### config.mk
export PLATFORM = sky130hd
export DESIGN_NAME = csel_slice_sequencer_flat
export DESIGN_NICKNAME = d
export VERILOG_FILES = /design/src/rtl/csel_pkg.sv /design/src/rtl/csel_slice_sequencer_if.sv /design/src/rtl/csel_slice_pair.sv /design/src/rtl/csel_slice_sequencer.sv /design/src/flat_wrapper.sv
export SDC_FILE = /design/constraint.sdc
export NUM_CORES = 1
export LEC_CHECK = 0
export CAP_MARGIN = 20
export CORE_UTILIZATION = 45
export DETAILED_ROUTE_END_ITERATION = 16
export PLACE_DENSITY = 0.75
export SLEW_MARGIN = 30
export SYNTH_ARGS = -nofsm -noshare
export SYNTH_HDL_FRONTEND = slang
export SYNTH_SLANG_ARGS = --single-unit
### constraint.sdc
create_clock -name clk -period 3.15 [get_ports clk]
set_input_delay 0.63 -clock clk [delete_from_list [all_inputs] [get_ports clk]]
set_output_delay 0.63 -clock clk [all_outputs]
set_load 0.005 [all_outputs]
### src/rtl/csel_pkg.sv
// Shared constants and types for the carry-select slice sequencer.
// Latency: n/a (declarations only).
// Backpressure: n/a.
package csel_pkg;

    localparam int SLICE_W = 8;

    typedef enum logic [1:0] {
        IDLE = 2'd0,
        RUN  = 2'd1,
        DONE = 2'd2
    } state_t;

    // Width of the slice index; a single-slice build still needs one bit.
    function automatic int idx_w(input int slices);
        return (slices > 1) ? $clog2(slices) : 1;
    endfunction

endpackage

### src/rtl/csel_slice_sequencer_if.sv
// Operand-in / slice-out bundle for csel_slice_sequencer; ovf exists only with CSEL_OVF_EN.
// Latency: n/a (wires only).
// Backpressure: in_valid/in_ready on the operand side, sl_valid/sl_ready on the slice side.
interface csel_slice_sequencer_if #(
    parameter int WIDTH = 32
);
    logic             in_valid;
    logic             in_ready;
    logic [WIDTH-1:0] in_a;
    logic [WIDTH-1:0] in_b;
    logic             in_cin;
    logic             sl_valid;
    logic             sl_ready;
    logic [7:0]       sl_sum0;
    logic [7:0]       sl_sum1;
    logic             sl_sel;
    logic             sl_last;
    logic             cout;
    logic             cout_valid;
`ifdef CSEL_OVF_EN
    logic             ovf;
`endif

    // Environment side: offers operands, accepts slices.
    modport master (
        output in_valid, in_a, in_b, in_cin, sl_ready,
        input  in_ready, sl_valid, sl_sum0, sl_sum1, sl_sel, sl_last, cout, cout_valid
`ifdef CSEL_OVF_EN
        , input ovf
`endif
    );

    // Sequencer side.
    modport slave (
        input  in_valid, in_a, in_b, in_cin, sl_ready,
        output in_ready, sl_valid, sl_sum0, sl_sum1, sl_sel, sl_last, cout, cout_valid
`ifdef CSEL_OVF_EN
        , output ovf
`endif
    );

endinterface

### src/rtl/csel_slice_pair.sv
// Conditional 8-bit adder pair: sum with carry-in 0 and with carry-in 1.
// Latency: combinational.
// Backpressure: none.
module csel_slice_pair (
    input  logic [7:0] a,
    input  logic [7:0] b,
    output logic [7:0] sum0,
    output logic       c0,
    output logic [7:0] sum1,
    output logic       c1
);

    // Both candidate sums as 9-bit results; bit 8 is the slice carry-out.
    always_comb begin
        {c0, sum0} = {1'b0, a} + {1'b0, b};
        {c1, sum1} = {1'b0, a} + {1'b0, b} + 9'd1;
    end

endmodule

### src/rtl/csel_slice_sequencer.sv
// Walks a WIDTH-bit operand pair LSB-first one 8-bit slice per cycle, presenting both conditional sums plus select; optional ovf output under CSEL_OVF_EN.
// Latency: accept at cycle 0, slice k in cycle k+1, cout_valid in cycle SLICES+1, ready again in SLICES+2.
// Backpressure: sl_ready low holds all slice outputs and state; operands only accepted in IDLE.
module csel_slice_sequencer #(
    parameter int WIDTH = 32
) (
    input  logic                   clk,
    input  logic                   rst,
    csel_slice_sequencer_if.slave  bus
);
    import csel_pkg::*;

    localparam int             SLICES   = WIDTH / SLICE_W;
    localparam int             IW       = idx_w(SLICES);
    localparam logic [IW-1:0]  LAST_IDX = IW'(SLICES - 1);

    state_t           state;
    state_t           state_nxt;
    logic [WIDTH-1:0] a_q;
    logic [WIDTH-1:0] b_q;
    logic             carry_q;
    logic [IW-1:0]    idx_q;
    logic             cout_q;

    logic [7:0] sum0;
    logic [7:0] sum1;
    logic       c0;
    logic       c1;
    logic       run;
    logic       accept;
    logic       step;
    logic       last;
    logic       carry_nxt;
    logic       in_ready_c;
    logic       cout_valid_c;

    csel_slice_pair u_pair (
        .a    (a_q[7:0]),
        .b    (b_q[7:0]),
        .sum0 (sum0),
        .c0   (c0),
        .sum1 (sum1),
        .c1   (c1)
    );

    assign run       = (state == RUN);
    assign accept    = bus.in_valid && in_ready_c;
    assign step      = run && bus.sl_ready;
    assign last      = (idx_q == LAST_IDX);
    assign carry_nxt = carry_q ? c1 : c0;

    // State register.
    always_ff @(posedge clk or posedge rst) begin
        if (rst) state <= IDLE;
        else     state <= state_nxt;
    end

    // Next-state and handshake outputs; DONE always lasts exactly one cycle.
    always_comb begin
        state_nxt    = state;
        in_ready_c   = 1'b0;
        cout_valid_c = 1'b0;
        unique case (state)
            IDLE: begin
                in_ready_c = 1'b1;
                if (bus.in_valid) state_nxt = RUN;
            end
            RUN: begin
                if (bus.sl_ready && last) state_nxt = DONE;
            end
            DONE: begin
                cout_valid_c = 1'b1;
                state_nxt    = IDLE;
            end
            default: state_nxt = IDLE;
        endcase
    end

    // Operand shift registers, slice index and the carry chain.
    always_ff @(posedge clk or posedge rst) begin
        if (rst) begin
            a_q     <= '0;
            b_q     <= '0;
            carry_q <= 1'b0;
            idx_q   <= '0;
            cout_q  <= 1'b0;
        end else if (accept) begin
            a_q     <= bus.in_a;
            b_q     <= bus.in_b;
            carry_q <= bus.in_cin;
            idx_q   <= '0;
            cout_q  <= 1'b0;
        end else if (step) begin
            a_q     <= a_q >> SLICE_W;
            b_q     <= b_q >> SLICE_W;
            carry_q <= carry_nxt;
            idx_q   <= idx_q + IW'(1);
            if (last) cout_q <= carry_nxt;
        end
    end

`ifdef CSEL_OVF_EN
    logic ovf_q;
    logic [7:0] sel_sum;
    assign sel_sum = carry_q ? sum1 : sum0;

    // Signed overflow from the top slice: like-signed operands, result sign differs.
    always_ff @(posedge clk or posedge rst) begin
        if (rst)                ovf_q <= 1'b0;
        else if (accept)        ovf_q <= 1'b0;
        else if (step && last)  ovf_q <= (a_q[7] == b_q[7]) && (sel_sum[7] != a_q[7]);
    end

    assign bus.ovf = ovf_q;
`endif

    // Slice outputs come from registers only and are blanked outside RUN.
    assign bus.in_ready   = in_ready_c;
    assign bus.sl_valid   = run;
    assign bus.sl_sum0    = run ? sum0 : 8'h00;
    assign bus.sl_sum1    = run ? sum1 : 8'h00;
    assign bus.sl_sel     = run && carry_q;
    assign bus.sl_last    = run && last;
    assign bus.cout       = cout_q;
    assign bus.cout_valid = cout_valid_c;

endmodule

### src/flat_wrapper.sv
// flat-port wrapper written by rule: the top's interface ports become plain ports
module csel_slice_sequencer_flat import csel_pkg::*;
#(
    parameter int WIDTH = 32
)
  (clk, rst, bus_in_valid, bus_in_a, bus_in_b, bus_in_cin, bus_sl_ready, bus_in_ready, bus_sl_valid, bus_sl_sum0, bus_sl_sum1, bus_sl_sel, bus_sl_last, bus_cout, bus_cout_valid);
  csel_slice_sequencer_if #(.WIDTH(WIDTH)) bus_i ();
  input  logic clk;
  input  logic rst;
  input wire logic [$bits(bus_i.in_valid)-1:0] bus_in_valid;
  input wire logic [$bits(bus_i.in_a)-1:0] bus_in_a;
  input wire logic [$bits(bus_i.in_b)-1:0] bus_in_b;
  input wire logic [$bits(bus_i.in_cin)-1:0] bus_in_cin;
  input wire logic [$bits(bus_i.sl_ready)-1:0] bus_sl_ready;
  output wire logic [$bits(bus_i.in_ready)-1:0] bus_in_ready;
  output wire logic [$bits(bus_i.sl_valid)-1:0] bus_sl_valid;
  output wire logic [$bits(bus_i.sl_sum0)-1:0] bus_sl_sum0;
  output wire logic [$bits(bus_i.sl_sum1)-1:0] bus_sl_sum1;
  output wire logic [$bits(bus_i.sl_sel)-1:0] bus_sl_sel;
  output wire logic [$bits(bus_i.sl_last)-1:0] bus_sl_last;
  output wire logic [$bits(bus_i.cout)-1:0] bus_cout;
  output wire logic [$bits(bus_i.cout_valid)-1:0] bus_cout_valid;
  assign bus_i.in_valid = bus_in_valid;
  assign bus_i.in_a = bus_in_a;
  assign bus_i.in_b = bus_in_b;
  assign bus_i.in_cin = bus_in_cin;
  assign bus_i.sl_ready = bus_sl_ready;
  assign bus_in_ready = bus_i.in_ready;
  assign bus_sl_valid = bus_i.sl_valid;
  assign bus_sl_sum0 = bus_i.sl_sum0;
  assign bus_sl_sum1 = bus_i.sl_sum1;
  assign bus_sl_sel = bus_i.sl_sel;
  assign bus_sl_last = bus_i.sl_last;
  assign bus_cout = bus_i.cout;
  assign bus_cout_valid = bus_i.cout_valid;
  csel_slice_sequencer #(.WIDTH(WIDTH)) u_core (.clk(clk), .rst(rst), .bus(bus_i));
endmodule
==> results of run 1 <==
## final cells by class
cell class | instances | area (um2) | area share (%)
Clock buffer | 11 | 141 | 2.83
Timing Repair Buffer | 121 | 1140 | 22.9
Inverter | 2 | 7.51 | 0.150
Sequential cell | 70 | 1750 | 35.1
Multi-Input combinational cell | 283 | 1750 | 35.0
Tap cell | 99 | 124 | 2.48
Clock inverter | 5 | 81.3 | 1.63
## where the power goes
part           internal [W]  switching [W]
Sequential          0.00130       0.000241
Clock              0.000469       0.000326
Combinational       0.00178        0.00157
Total               0.00355        0.00214
## synth_stat cells (all sizes together), types with 4 or more instances
| library cell | n |
|---|---|
| a211oi | 5 |
| a22o | 17 |
| a22oi | 30 |
| a31oi | 18 |
| and2 | 11 |
| buf | 7 |
| clkbuf | 19 |
| dfrtp | 70 |
| ha | 10 |
| nand2 | 101 |
| nor2 | 39 |
| nor2b | 4 |
| nor3 | 4 |
| o21ai | 7 |
| xnor2 | 4 |
| xor2 | 4 |
## timing repair
action                                  CTS  global route
setup buffers                            10             1
endpoints found under the setup margin   12            10
hold buffers                              0             0
pin swaps                                10             5
endpoints found under the hold margin     0             0
resized for setup                        19            13
## cell families (layout without fill, tap and decap cells)
group	after synthesis	after routing	synth area share [%]
AND/OR/NAND/NOR	171	171	21.3
AO/OA/AOI/OAI	92	92	19.4
flip-flops	70	70	49.7
buffers and inverters	28	139	3.16
adder cells (fa/ha/maj)	11	11	4.12
XOR/XNOR	8	8	1.99
multiplexers	1	1	0.284
## worst max path at each step
stage | from | endpoint | slack [ps] | cells after the start
after global placement | u_core.b_q[0] | bus_sl_sum1[7] | -180 | 9
after CTS | u_core.b_q[0] | bus_sl_sum1[7] | -110 | 10
after detailed placement | u_core.b_q[0] | bus_sl_sum1[7] | -240 | 9
after global routing | u_core.b_q[0] | bus_sl_sum1[6] | -210 | 10
final | u_core.b_q[0] | bus_sl_sum1[7] | -60 | 10
after floorplan | u_core.b_q[0] | bus_sl_sum1[7] | 280 | 8
## through the flow
step | setup TNS (ps) | total power [W] | std cells | instance area [um2]
5_1_grt | -576 | 0.00615 | 591 | 5000
6_report | -99.0 | 0.00569 | 591 | 5000
3_3_place_gp | -318 | 0.00456 | 563 | 4610
3_5_place_dp | -546 | 0.00469 | 564 | 4640
4_1_cts | -146 | 0.00566 | 590 | 4970
2_1_floorplan | 0 | 0.00332 | 381 | 3520
## worst min-delay path: stages (launching register included)
cell     delay (ps)
dfrtp_1         340
nand2_1          50
nand2_1          50
## state kept, by name, summed over array words and instances, names as in the netlist
register and flops:
u_core.a_q 32, u_core.b_q 32, u_core.bus.cout 1, u_core.carry_q 1, u_core.idx_q 2, u_core.state 2
## per-layer routing
layer / vias to the layer above / part of all wire, % / GRT usage [%]
met5: - / 0 / 0
met4: 0 / 0.68 / 5.24
met3: 4 / 5.3 / 4.80
met2: 91 / 49 / 36.0
met1: 1505 / 45 / 30.0
li1: 1542 / - / -
## layout by cell type (no fill, tap or decap), types with 2 or more instances in the layout
cell type        instances
and2_1                   8
dlymetal6s2s_1           2
buf_4                   29
dfrtp_1                 70
o211ai_1                 3
nand3_2                  2
xnor2_1                  4
a31oi_1                 18
a22o_1                  17
o22ai_1                  2
a211oi_4                 2
nor3_1                   3
clkbuf_2                 4
o21ai_0                  6
nor2_1                  37
a22oi_1                 30
ha_4                     2
and2_2                   2
nor2b_1                  4
ha_1                     7
and3_1                   2
a21oi_1                  3
clkbuf_8                10
clkdlybuf4s50_1         81
a211oi_1                 3
dlygate4sd2_1            2
nand2_1                101
xor2_1                   3
bufinv_16                2
==> summary.txt, run 1 <==
Status
  – Failing checks: negative setup slack
  – Outcome: finished, violations left

Routing
  – Vias/cell: roughly 5.3
  – Vias: between 3000 and 4000
  – Initial DRC count: between 200 and 250
  – Routed WL: roughly 8.7 mm
  – Final ANT Viol Nets: 0
  – DRC Markers: 0
  – Avg WL per Cell: between 10 and 15 um
  – DRT Pass-1 Iters: 7

Placement
  – Final GP Congestion: approximately 0.83
  – DP Worst Slack: -240 ps
  – Port Buffer Count: 90
  – DP Wirelength: slightly above 6 mm

Setup path
  – Worst path required time: approximately 2500 ps
  – Critical Path, Cell by Cell: ha_2, fa_2, a211oi_4, buf_4, o21ba_4, nor4b_4, and2_4, a31o_2, a21oi_1, clkbuf_2
  – CP delay by family, top: compound AO/OA/AOI/OAI gates
  – Worst Setup End Kind: output pin
  – Buf/Inv on CP: 2
  – Reg-to-reg critical path startpoint: u_core.b_q[0]
  – Slowest cell on crit path: dfrtp_1
  – Reg2reg path depth: 10
  – Critical R2R Capture: u_core.bus.cout
  – Critical path arrival: 2580 ps
  – Startpoint Class: flip-flop
  – Setup CP Type: reg2out
  – Max incr delay on CP: 390 ps
  – CP max FO: 3
  – Reg2reg setup slack: roughly 700 ps

Clock tree
  – CTS tree: built
  – CTS root buffer: clkbuf_8
  – Clk sinks: 70
  – H-tree levels: 3
  – TritonCTS Buffers: 9
  – Clock Latency Late Sink: 330 ps
  – Longest Clk Path Bufs: 2
  – Worst-path clk slew: about 70 ps

Power
  – Leak: around 2.3 nW
  – VDD IR max: between 0.4 and 0.5 mV
  – Power Density: 1140 nW/um2

Logic synthesis
  – #FFs+latches synth: 70
  – Number of enable flip-flop cells after synthesis: 0
  – Synth Area per Inst: approximately 9 um2
  – Post-synthesis cell count: about 380
  – Yosys warns: 0
  – Async S/R FF share, synth: 100%
  – Post-synth top area share: about half
  – Top FF cell, synth: dfrtp_1
  – Seq/Total Area, Yosys: 49.7%
  – Synth top area cells: dfrtp_1, nand2_1, a22oi_1
  – Netlist Area Pre-Place: between 3000 and 4000 um2
  – Area leader, netlist: dfrtp_1
  – Yosys cell types: 44
  – Mapped Nets: between 400 and 500

Layout
  – Fraction of layout cells with a size suffix above 1: between 10 and 15%
  – # fillers: around 580
  – Core Util, Final: about two thirds
  – Antenna cells: 0
  – Nets: 567
  – Area growth, synth to finish: 41.8%

Global routing
  – GRT Util Overall: between 20 and 25%
  – First-pass GRT wire length: around 15 mm
  – Initial antenna violation count: 0
  – Maximum number of pins on one net before global-route repair: 50
  – Vias in the first global route: 3116
  – Overflow left after global routing: 0

Min path
  – Hold EP: u_core.a_q[15]
  – Hold depth: 2
  – Hold crit path type: reg2reg
  – Worst hold start: u_core.a_q[15]

Timing
  – Fmax: 312 MHz
  – Worst slew margin: between 40% and 50%
  – RSZ-0062 raised after global routing: yes
  – Final hold viol count: 0
  – Fin crit period: around 3200 ps
  – Setup ws final: -55.4 ps
  – Clk_skew: just under 9 ps
  – Count of final setup violators: 3
  – Hold Slack: about 470 ps
  – Slew Limit Fails: 0
  – Final period utilization: 102%
  – Worst Max-Slew Pin Slew: between 700 and 800 ps

Floorplan
  – Initial core utilization: between 40% and 50%
  – Die area: around 8200 um2
  – Row count: 31
  – Die height: 90.5 um
  – Ports: 91
  – Die Width: ~90 um
  – CORE AREA: approximately 7400 um2

Run
  – Max cap viols: 0
Power figures use the tool's default switching activity.
==> run 2: changes to the inputs <==
--- a/config.mk
+++ b/config.mk
@@ -9,6 +9,7 @@
 export CORE_UTILIZATION = 45
 export DETAILED_ROUTE_END_ITERATION = 16
 export PLACE_DENSITY = 0.75
+export REMOVE_ABC_BUFFERS = 1
 export SLEW_MARGIN = 30
 export SYNTH_ARGS = -nofsm -noshare
 export SYNTH_HDL_FRONTEND = slang
==> constraint.sdc (replaced) <==
create_clock -name clk -period 3.9 [get_ports clk]
set_input_delay 0.78 -clock clk [delete_from_list [all_inputs] [get_ports clk]]
set_output_delay 0.78 -clock clk [all_outputs]
set_load 0.005 [all_outputs]
==> summary.txt, run 2 (synthesized netlist as in run 1, its figures left out) <==
Global routing
  – Overflow left after global routing: 0 (unchanged)
  – Met2 Resource Use GR: 35.4% (-0.63 points)
  – Vias in the first global route: 3017 (-3.2%)
  – GRT Util Overall: 21.5% (-0.58 points)
  – Busiest grt layer: met2
  – First-pass GRT wire length: 14.0 mm (-4.0%)
  – Global Route met1 Usage: 28.0% (-2.0 points)
  – Maximum number of pins on one net before global-route repair: 71 (+42%)
  – Met3 GRT Util: 4.46% (-0.34 points)
  – Initial antenna violation count: 0 (unchanged)

Setup path
  – Slowest cell on crit path: clkdlybuf4s50_1
  – Buf/Inv on CP: 1 (-1)
  – Startpoint Class: flip-flop
  – Reg-to-reg critical path startpoint: u_core.b_q[0]
  – Max incr delay on CP: 510 ps (+120 ps)
  – Reg2reg setup slack: 1380 ps (+680 ps)
  – Critical path arrival: 2940 ps (+360 ps)
  – Critical R2R Capture: u_core.carry_q
  – Worst path required time: 3120 ps (+600 ps)
  – Reg2reg path depth: 10 (unchanged)
  – Critical Path, Cell by Cell: ha_2, fa_2, a211oi_4, nor2_2, nor4b_4, nand2_1, xnor2_1, nor2_1, clkdlybuf4s50_1
  – CP delay by family, top: simple AND/OR/NAND/NOR gates
  – Setup CP Type: reg2out
  – CP max FO: 4 (+1)
  – Worst Setup End Kind: output pin

Timing
  – Slew Limit Fails: 0 (unchanged)
  – Fin crit period: approximately 3700 ps
  – RSZ-0062 raised after global routing: no
  – Count of final setup violators: 0 (-3)
  – Worst Max-Slew Pin Slew: 877 ps (+87.8 ps)
  – Setup Total Neg Slack: 0 ps (+99.0 ps)
  – Worst slew margin: 41.4% (-5.9 points)
  – Final period utilization: between 90% and 100%
  – Clk_skew: 9.71 ps (+0.912 ps)
  – Fmax: ~270 MHz
  – Final hold viol count: 0 (unchanged)
  – Setup ws final: 177 ps (+232 ps)

Power
  – Sequential share of power: 29.0% (+1.9 points)
  – Switch share: 39.3% (+1.8 points)
  – Tot Pwr: 0.00426 W (-25%)
  – Logic pwr share: 56.8% (-2.1 points)
  – P_int: 0.00258 W (-27%)
  – Power Density: 891 nW/um2 (-22%)
  – Leak: 2.18 nW (-5.6%)
  – Sw power: 0.00167 W (-22%)
  – VDD IR max: 0.355 mV (-19%)
  – Clock share of power: 14.1% (about the same)

Floorplan
  – Ports: 91 (unchanged)
  – CORE AREA: 7410 um2 (unchanged)
  – Die height: 90.5 um (unchanged)
  – Die area: 8180 um2 (unchanged)
  – Initial core utilization: 47.5% (unchanged)
  – Die Width: 90.5 um (unchanged)
  – Row count: 31 (unchanged)

Placement
  – DP Worst Slack: 233 ps (+473 ps)
  – Dpl cell area: 4490 um2 (-3.1%)
  – Port Buffer Count: 90 (unchanged)
  – DP Wirelength: 5.43 mm (-12%)
  – Final GP Congestion: 0.820 (-0.94%)

Clock tree
  – H-tree levels: 3 (unchanged)
  – Clk sinks: 70 (unchanged)
  – CTS tree: built
  – Clock Latency Late Sink: 350 ps (+20 ps)
  – Longest Clk Path Bufs: 2 (unchanged)
  – Worst-path clk slew: 80 ps (about the same)
  – CTS root buffer: clkbuf_8
  – TritonCTS Buffers: 9 (unchanged)

Routing
  – DRT Pass-1 Iters: 5 (-2)
  – Initial DRC count: 188 (-6.9%)
  – Vias/cell: 5.45 (+2.5%)
  – Avg WL per Cell: 14.6 um (-0.43%)
  – DRC Markers: 0 (unchanged)
  – Vias: 3106 (-1.1%)
  – Final ANT Viol Nets: 0 (unchanged)
  – Routed WL: 8.33 mm (-4.0%)

Layout
  – Nets: 546 (-3.7%)
  – Antenna cells: 0 (unchanged)
  – Design area: 4770 um2 (-4.4%)
  – Highest-count cells in the layout ignoring fill and taps: nand2_1, clkdlybuf4s50_1, dfrtp_1
  – Fraction of layout cells with a size suffix above 1: 8.92% (-5.9 points)
  – Area growth, synth to finish: 35.6%
  – Most common cell after layout, fill and taps aside: nand2_1
  – Largest regs: u_core.a_q (32), u_core.b_q (32)

Min path
  – Hold depth: 2 (unchanged)
  – Worst hold start: u_core.a_q[3]
  – Hold EP: u_core.a_q[3]
  – Hold crit path type: reg2reg

Status
  – Outcome: completed

Run
  – Max cap viols: 0 (unchanged)
-- run 2: final cells by class --
type | count | area [um2]
Fill cell | 616 | 2630
Sequential cell | 70 | 1750
Inverter | 2 | 7.51
Multi-Input combinational cell | 283 | 1680
Clock inverter | 6 | 68.8
Clock buffer | 10 | 138
Timing Repair Buffer | 100 | 1000
Tap cell | 99 | 124
-- run 2: worst register-to-register path, delay by kind of cell, from the launching register on --
kind | cells | cell delay (ps)
adder cells (fa/ha/maj) | 2 | 600
XOR/XNOR | 1 | 160
AO/OA/AOI/OAI | 4 | 840
AND/OR/NAND/NOR | 1 | 120
flip-flops | 1 | 390
buffers and inverters | 2 | 260
-- run 2: stage by stage --
stage	hold slack (ps)	util, %	instances
after floorplan	446	-	355
after global placement	459	60.6	549
after detailed placement	464	60.6	549
after CTS	485	63.6	567
after global routing	504	64.4	570
final	483	64.4	570
-- run 2: power groups by stage --
stage	Sequential (W)	Clock (W)	Combinational [W]
after floorplan	0.00120	0	0.00144
after global placement	0.00123	0	0.00230
after detailed placement	0.00124	0	0.00232
after CTS	0.00123	0.000614	0.00237
after global routing	0.00127	0.000649	0.00266
final	0.00124	0.000601	0.00242
-- run 2: per-layer routing --
metal	up-vias	share of wire, %	wire length, um
li1	1503	-	-
met1	1484	44	3660
met2	112	50	4170
met3	7	5.0	415
met4	0	0.96	80
met5	-	0	0
-- run 2: what timing repair did --
item | CTS | global route
setup endpoints to repair | 3 | 3
hold buffers | 0 | 0
resized for setup | 1 | 5
setup buffers | 2 | 2
endpoints found under the hold margin | 0 | 0
pin swaps | 2 | 4
-- run 2: worst max path at each step --
stage                          from             end  cells after the start
floorplan           u_core.state[0]  u_core.carry_q                      6
global placement      u_core.b_q[0]  bus_sl_sum1[7]                      9
detailed placement    u_core.b_q[0]  bus_sl_sum1[7]                      9
CTS                   u_core.b_q[0]  bus_sl_sum1[7]                     10
global route          u_core.b_q[0]  bus_sl_sum1[5]                      9
finish                u_core.b_q[0]  bus_sl_sum1[5]                      9
==> run 3: changes to the inputs <==
--- a/config.mk
+++ b/config.mk
@@ -8,9 +8,11 @@
 export CAP_MARGIN = 20
 export CORE_UTILIZATION = 45
 export DETAILED_ROUTE_END_ITERATION = 16
+export HOLD_SLACK_MARGIN = 0.06
 export PLACE_DENSITY = 0.75
 export REMOVE_ABC_BUFFERS = 1
 export SLEW_MARGIN = 30
 export SYNTH_ARGS = -nofsm -noshare
 export SYNTH_HDL_FRONTEND = slang
 export SYNTH_SLANG_ARGS = --single-unit
+export TNS_END_PERCENT = 100
==> results of run 3 <==
Same layout as run 2: the final DEF is identical, and so are final timing and power.
